<file path="src/rtl/mult_share_arbiter_pkg.sv">
// Shared definitions for the two-requester multiplier arbiter: FSM state
// encodings and datapath widths.
package mult_share_arbiter_pkg;

   localparam int OP_W  = 4;
   localparam int RES_W = 8;

   localparam logic [1:0] ST_IDLE = 2'd0;
   localparam logic [1:0] ST_CALC = 2'd1;
   localparam logic [1:0] ST_RESP = 2'd2;

endpackage

</file>
<file path="src/rtl/mult_share_arbiter_mult.sv">
// Bit-level 4x4 -> 8 unsigned combinational multiplier shared by both requesters.
module combinational_mult (
   input  logic A3,
   input  logic A2,
   input  logic A1,
   input  logic A0,
   input  logic B3,
   input  logic B2,
   input  logic B1,
   input  logic B0,
   output logic S7,
   output logic S6,
   output logic S5,
   output logic S4,
   output logic S3,
   output logic S2,
   output logic S1,
   output logic S0
);

   logic [7:0] a_ext;
   logic [7:0] b_ext;
   logic [7:0] prod;

   // Zero-extend first so the full 8-bit product is kept.
   assign a_ext = {4'b0000, A3, A2, A1, A0};
   assign b_ext = {4'b0000, B3, B2, B1, B0};
   assign prod  = a_ext * b_ext;

   assign {S7, S6, S5, S4, S3, S2, S1, S0} = prod;

endmodule

</file>
<file path="src/rtl/mult_share_arbiter.sv">
// Round-robin owner of one shared combinational multiplier: latches the winner's
// operands, holds them CALC_CYCLES cycles, then registers the product and pulses done.
module mult_share_arbiter
   import mult_share_arbiter_pkg::*;
#(
   parameter int RR_INIT     = 0,
   parameter int CALC_CYCLES = 1
) (
   input  logic             clk,
   input  logic             rst,
   input  logic             req0,
   input  logic [OP_W-1:0]  a0,
   input  logic [OP_W-1:0]  b0,
   input  logic             req1,
   input  logic [OP_W-1:0]  a1,
   input  logic [OP_W-1:0]  b1,
   output logic             gnt0,
   output logic             gnt1,
   output logic             done0,
   output logic             done1,
   output logic [RES_W-1:0] result,
   output logic             busy,
   output logic [1:0]       dbg_state_o
);

   localparam logic [3:0] CNT_INIT = 4'(CALC_CYCLES - 1);
   localparam logic       PTR_INIT = 1'(RR_INIT);

   logic [1:0]       state_q, state_d;
   logic [OP_W-1:0]  a_q, a_d, b_q, b_d;
   logic [3:0]       cnt_q, cnt_d;
   logic             ptr_q, ptr_d;
   logic             owner_q, owner_d;
   logic             gnt0_q, gnt0_d, gnt1_q, gnt1_d;
   logic             done0_q, done0_d, done1_q, done1_d;
   logic             busy_q, busy_d;
   logic [RES_W-1:0] result_q, result_d;
   logic [RES_W-1:0] prod;
   logic             win;

   combinational_mult u_mult (
      .A3(a_q[3]), .A2(a_q[2]), .A1(a_q[1]), .A0(a_q[0]),
      .B3(b_q[3]), .B2(b_q[2]), .B1(b_q[1]), .B0(b_q[0]),
      .S7(prod[7]), .S6(prod[6]), .S5(prod[5]), .S4(prod[4]),
      .S3(prod[3]), .S2(prod[2]), .S1(prod[1]), .S0(prod[0])
   );

   always_comb begin
      state_d  = state_q;
      a_d      = a_q;
      b_d      = b_q;
      cnt_d    = cnt_q;
      ptr_d    = ptr_q;
      owner_d  = owner_q;
      gnt0_d   = gnt0_q;
      gnt1_d   = gnt1_q;
      done0_d  = 1'b0;
      done1_d  = 1'b0;
      result_d = result_q;
      win      = 1'b0;
      case (state_q)
         ST_IDLE: begin
            if (req0 || req1) begin
               // Contention goes to the pointer; otherwise whoever is asking.
               win     = (req0 && req1) ? ptr_q : !req0;
               a_d     = win ? a1 : a0;
               b_d     = win ? b1 : b0;
               owner_d = win;
               gnt0_d  = !win;
               gnt1_d  = win;
               cnt_d   = CNT_INIT;
               state_d = ST_CALC;
            end
         end
         ST_CALC: begin
            if (cnt_q != 4'd0) begin
               cnt_d = cnt_q - 4'd1;
            end else begin
               result_d = prod;
               done0_d  = !owner_q;
               done1_d  = owner_q;
               state_d  = ST_RESP;
            end
         end
         ST_RESP: begin
            gnt0_d  = 1'b0;
            gnt1_d  = 1'b0;
            ptr_d   = !owner_q;
            state_d = ST_IDLE;
         end
         default: state_d = ST_IDLE;
      endcase
      busy_d = (state_d != ST_IDLE);
   end

   always_ff @(posedge clk or posedge rst) begin
      if (rst) begin
         state_q  <= ST_IDLE;
         a_q      <= '0;
         b_q      <= '0;
         cnt_q    <= '0;
         ptr_q    <= PTR_INIT;
         owner_q  <= 1'b0;
         gnt0_q   <= 1'b0;
         gnt1_q   <= 1'b0;
         done0_q  <= 1'b0;
         done1_q  <= 1'b0;
         busy_q   <= 1'b0;
         result_q <= '0;
      end else begin
         state_q  <= state_d;
         a_q      <= a_d;
         b_q      <= b_d;
         cnt_q    <= cnt_d;
         ptr_q    <= ptr_d;
         owner_q  <= owner_d;
         gnt0_q   <= gnt0_d;
         gnt1_q   <= gnt1_d;
         done0_q  <= done0_d;
         done1_q  <= done1_d;
         busy_q   <= busy_d;
         result_q <= result_d;
      end
   end

   assign gnt0        = gnt0_q;
   assign gnt1        = gnt1_q;
   assign done0       = done0_q;
   assign done1       = done1_q;
   assign result      = result_q;
   assign busy        = busy_q;
   assign dbg_state_o = state_q;

endmodule

</file>
<file path="config.mk">
export PLATFORM = sky130hd
export DESIGN_NAME = mult_share_arbiter
export DESIGN_NICKNAME = d
export VERILOG_FILES = /design/src/rtl/mult_share_arbiter_pkg.sv /design/src/rtl/mult_share_arbiter_mult.sv /design/src/rtl/mult_share_arbiter.sv
export SDC_FILE = /design/constraint.sdc
export NUM_CORES = 1
export LEC_CHECK = 0
export ABC_AREA = 1
export BUFFER_PORTS_ARGS = -buffer_cell sky130_fd_sc_hd__buf_2
export CAP_MARGIN = 40
export CORE_MARGIN = 1
export CORE_UTILIZATION = 55
export DETAILED_ROUTE_END_ITERATION = 8
export PLACE_DENSITY = 0.82
export SYNTH_ARGS = -nofsm -noshare
export SYNTH_HDL_FRONTEND = slang
export SYNTH_SLANG_ARGS = --single-unit
export TNS_END_PERCENT = 30
</file>
<file path="constraint.sdc">
create_clock -name clk -period 7.5 [get_ports clk]
set_clock_uncertainty 0.15 [all_clocks]
set_input_delay 0.375 -clock clk [delete_from_list [all_inputs] [get_ports clk]]
set_output_delay 0.375 -clock clk [all_outputs]
set_load 0.02 [all_outputs]
</file>
==> results.rst <==
.. list-table::
   :header-rows: 1

   * - Metric
     - Value
   * - Outcome
     - finished, violations left
   * - Failing checks
     - DRC
   * - Antenna Nets Post-Route
     - 0
   * - Placed cell count
     - 267
   * - Highest routed layer
     - met4
   * - Cell taking the most area after synthesis
     - sky130_fd_sc_hd__dfrtp_1
   * - Critical R2R Launch
     - a_q[0]
   * - Worst setup path startpoint
     - a_q[0]
   * - # IOs
     - 35
   * - Starting utilization of the core area
     - 59.40%
   * - Vias in the first global route
     - 1271
   * - Leakage power
     - 1.210 nW
   * - Switching component of the power
     - 0.3736 mW
   * - Routed wire length
     - 2976 µm
   * - Post-synthesis register bit count
     - 29
   * - Largest net degree at the start of global routing
     - 20
   * - Vias/cell
     - 4.902
   * - Commonest non-fill, non-tap cells in the layout
     - sky130_fd_sc_hd__nand2_1, sky130_fd_sc_hd__buf_2, sky130_fd_sc_hd__dfrtp_1
   * - Setup violation total in the final timing report
     - 0
   * - Clock edge transition at the registers on the reported setup and hold paths
     - 0.10 ns
   * - Register Area
     - 725.7 µm²
   * - Synth Warn #
     - 0
   * - Global-route wire length before repair
     - 5554 µm
   * - Synthesized instance count
     - 202
   * - Proportion of layout cells with a drive suffix above 1
     - 20.82%
   * - Area added between synthesis and finish
     - 19.29%
   * - Post-route total power
     - 0.8260 mW
   * - Area after DPL
     - 1906 µm²
   * - Internal portion of total power
     - 0.4523 mW
   * - Kind of end point of the critical path
     - flop
   * - Number of nets produced by synthesis
     - 240
   * - Relative slew slack
     - 62.60%
   * - DIE HEIGHT
     - 57.28 µm
   * - Maximum operating frequency
     - 0.3694 GHz
   * - Cell area after layout
     - 2004 µm²
   * - Unique masters post-synth
     - 19
   * - Power density of the placed cells
     - 412.1 nW/µm²
   * - CP max FO
     - 5
   * - Leading post-synthesis cells by cell area
     - sky130_fd_sc_hd__dfrtp_1, sky130_fd_sc_hd__nand2_1, sky130_fd_sc_hd__ha_1
   * - Critical path required time
     - 7.60 ns
   * - Setup repair after global routing missed its margin
     - no
   * - Power share of the sequential group
     - 32.8%
   * - Placement row count
     - 19
   * - Starting DRT DRC Count
     - 63
   * - Hold Crit Start
     - b1[0]
   * - Fraction of power spent switching nets
     - 45.24%
   * - Clk network pwr share
     - 16.4%
   * - Antenna violations before repair
     - 0
   * - Clock root buffer
     - sky130_fd_sc_hd__clkbuf_4
   * - Max Transition Viols Final
     - 0
   * - Met2 Wirelength
     - 1324 µm
   * - Measured slew at the worst slew-check pin
     - 0.5603 ns
   * - Resize count post-CTS
     - 0
   * - Core Footprint
     - 2829 µm²
   * - Total global routing overflow
     - 0
   * - Summed instance area of the synthesized netlist
     - 1680 µm²
   * - Fraction of the core area covered by cells at the end of the flow
     - 70.85%
   * - CTS Buf Count
     - 5
   * - Synthesized area per cell
     - 8.319 µm²
   * - Worst VDD drop
     - 244.2 µV
   * - Arrival time at the worst endpoint
     - 2.81 ns
   * - Sequential fraction of the synthesis area
     - 43.19%
   * - Number of cells in the finished layout apart from fillers
     - 276
   * - Total number of vias
     - 1353
   * - Die Footprint
     - 3280 µm²
   * - Post-route clock period utilization
     - 36.09%
   * - Critical path startpoint category
     - flop
   * - Yosys top cell area share
     - 43.19%
   * - Most common cell after layout, fill and taps aside
     - sky130_fd_sc_hd__nand2_1
   * - Placed wire-length estimate after detailed placement
     - 2321 µm
   * - Combinational share of power
     - 50.8%
   * - Time the worst path needs with I/O delays and setup
     - 2.707 ns
   * - # nets final
     - 282
   * - Floorplan die width
     - 57.28 µm
   * - Final Hold Fails
     - 0
   * - M1 WL
     - 1503 µm
   * - Insertion delay to the later sink of the worst-skew pair
     - 0.33 ns
   * - First-pass iteration count of the detailed router
     - 8
   * - Number of diodes
     - 0
   * - Path type of the worst min-delay path
     - input port to flop
   * - Final total negative setup slack
     - 0 ns
   * - Clock tree from TritonCTS
     - built
   * - Port buffer count
     - 34
   * - Clock net sink count
     - 29
   * - Remaining routing DRC violations
     - 2
   * - Placer's final routability congestion estimate
     - 0.8151
   * - Routed wire length per instance
     - 10.78 µm
   * - Classification of the worst setup path
     - flop to flop
   * - Max capacitance violation total
     - 0
   * - Number of buffers on the longest clock path
     - 2
   * - Filler instances
     - 223
   * - Total area of multi-input combinational cells
     - 829.5 µm²
   * - Routed met3 length
     - 100 µm
   * - Depth of the CTS H-tree
     - 2
   * - Total GRT Usage
     - 22.21%
power groups by stage:
stage               combinational, mW  clock (mW)  sequential (mW)
floorplan                       0.291           0            0.302
detailed placement              0.418           0            0.273
global placement                0.407           0            0.269
CTS                             0.424       0.138            0.270
finish                          0.420       0.135            0.271
global route                    0.484       0.145            0.280
cells in the mapped netlist:
library cell and n:
sky130_fd_sc_hd__buf_6 1, sky130_fd_sc_hd__inv_2 1, sky130_fd_sc_hd__o21ai_0 5, sky130_fd_sc_hd__nor2_2 1
sky130_fd_sc_hd__nand2_1 75, sky130_fd_sc_hd__a21oi_1 4, sky130_fd_sc_hd__nor2_1 11, sky130_fd_sc_hd__inv_4 2
sky130_fd_sc_hd__a31oi_1 1, sky130_fd_sc_hd__fa_1 4, sky130_fd_sc_hd__a21oi_2 1, sky130_fd_sc_hd__o21ai_1 2
sky130_fd_sc_hd__dfrtp_1 29, sky130_fd_sc_hd__or2_1 1, sky130_fd_sc_hd__ha_1 14, sky130_fd_sc_hd__nand3_1 20
sky130_fd_sc_hd__nor2_8 3, sky130_fd_sc_hd__inv_1 26, sky130_fd_sc_hd__xnor2_1 1
layout make-up:
cell class	count	share of cell area, %
Clock inverter	2	1.873
Clock buffer	6	2.559
Multi-Input combinational cell	143	41.39
Timing Repair Buffer	36	10.36
Sequential cell	29	36.20
Tap cell	31	1.935
Inverter	29	5.680
registers in the layout, summed over array words and instances, names as in the netlist:
signal and cells:
result 8, done1 1, gnt0 1, b_q 4
dbg_state_o 2, owner_q 1, busy 1, ptr_q 1
done0 1, gnt1 1, cnt_q 4, a_q 4
final timing paths:
path | end | slack [ns] | cells past startpoint
max reg2reg | result[6] | 4.79 | 8
min | b_q[0] | 0.09 | 3
max | result[6] | 4.79 | 8
min in group asynchronous | done0 | 0.48 | 3
max in group asynchronous | a_q[3] | 6.25 | 4
min reg2reg | result[1] | 0.32 | 2
worst max-delay path: stages, from the launching register on:
cell	delay [ns]
sky130_fd_sc_hd__dfrtp_1	0.43
sky130_fd_sc_hd__nand2_1	0.11
sky130_fd_sc_hd__fa_1	0.54
sky130_fd_sc_hd__inv_1	0.05
sky130_fd_sc_hd__fa_1	0.53
sky130_fd_sc_hd__fa_1	0.47
sky130_fd_sc_hd__nand3_1	0.12
sky130_fd_sc_hd__nand3_1	0.08
sky130_fd_sc_hd__a31oi_1	0.15
per-stage QoR:
stage | hold WS, ns | setup WS [ns]
3_5_place_dp | 0.2982 | 4.814
6_report | 0.09293 | 4.793
4_1_cts | 0.08943 | 4.786
5_1_grt | 0.09486 | 4.629
2_1_floorplan | 0.2688 | 4.928
3_3_place_gp | 0.2997 | 4.883
layer usage:
| metal | vias to the layer above | track usage (%) |
|---|---|---|
| met5 | - | 0 |
| met4 | 0 | 9.408 |
| met3 | 5 | 4.762 |
| met2 | 33 | 34.79 |
| met1 | 596 | 30.13 |
| li1 | 719 | - |
repair_timing:
| action | in CTS | in global routing |
|---|---|---|
| setup buffers | 0 | 0 |
| endpoints found under the hold margin | 12 | 0 |
| hold buffers | 1 | 0 |
cells by family after synthesis:
| logic type | count (synthesis) | share of synthesized area [%] |
|---|---|---|
| xor gates and xnor gates | 1 | 0.5213 |
| buffers and inverters | 30 | 7.445 |
| adders and majority gates | 18 | 15.19 |
| and+or+nand+nor | 111 | 29.49 |
| AOI/OAI and AO/OA | 13 | 4.170 |
| DFF | 29 | 43.19 |
(Power assumes the default switching activity.)
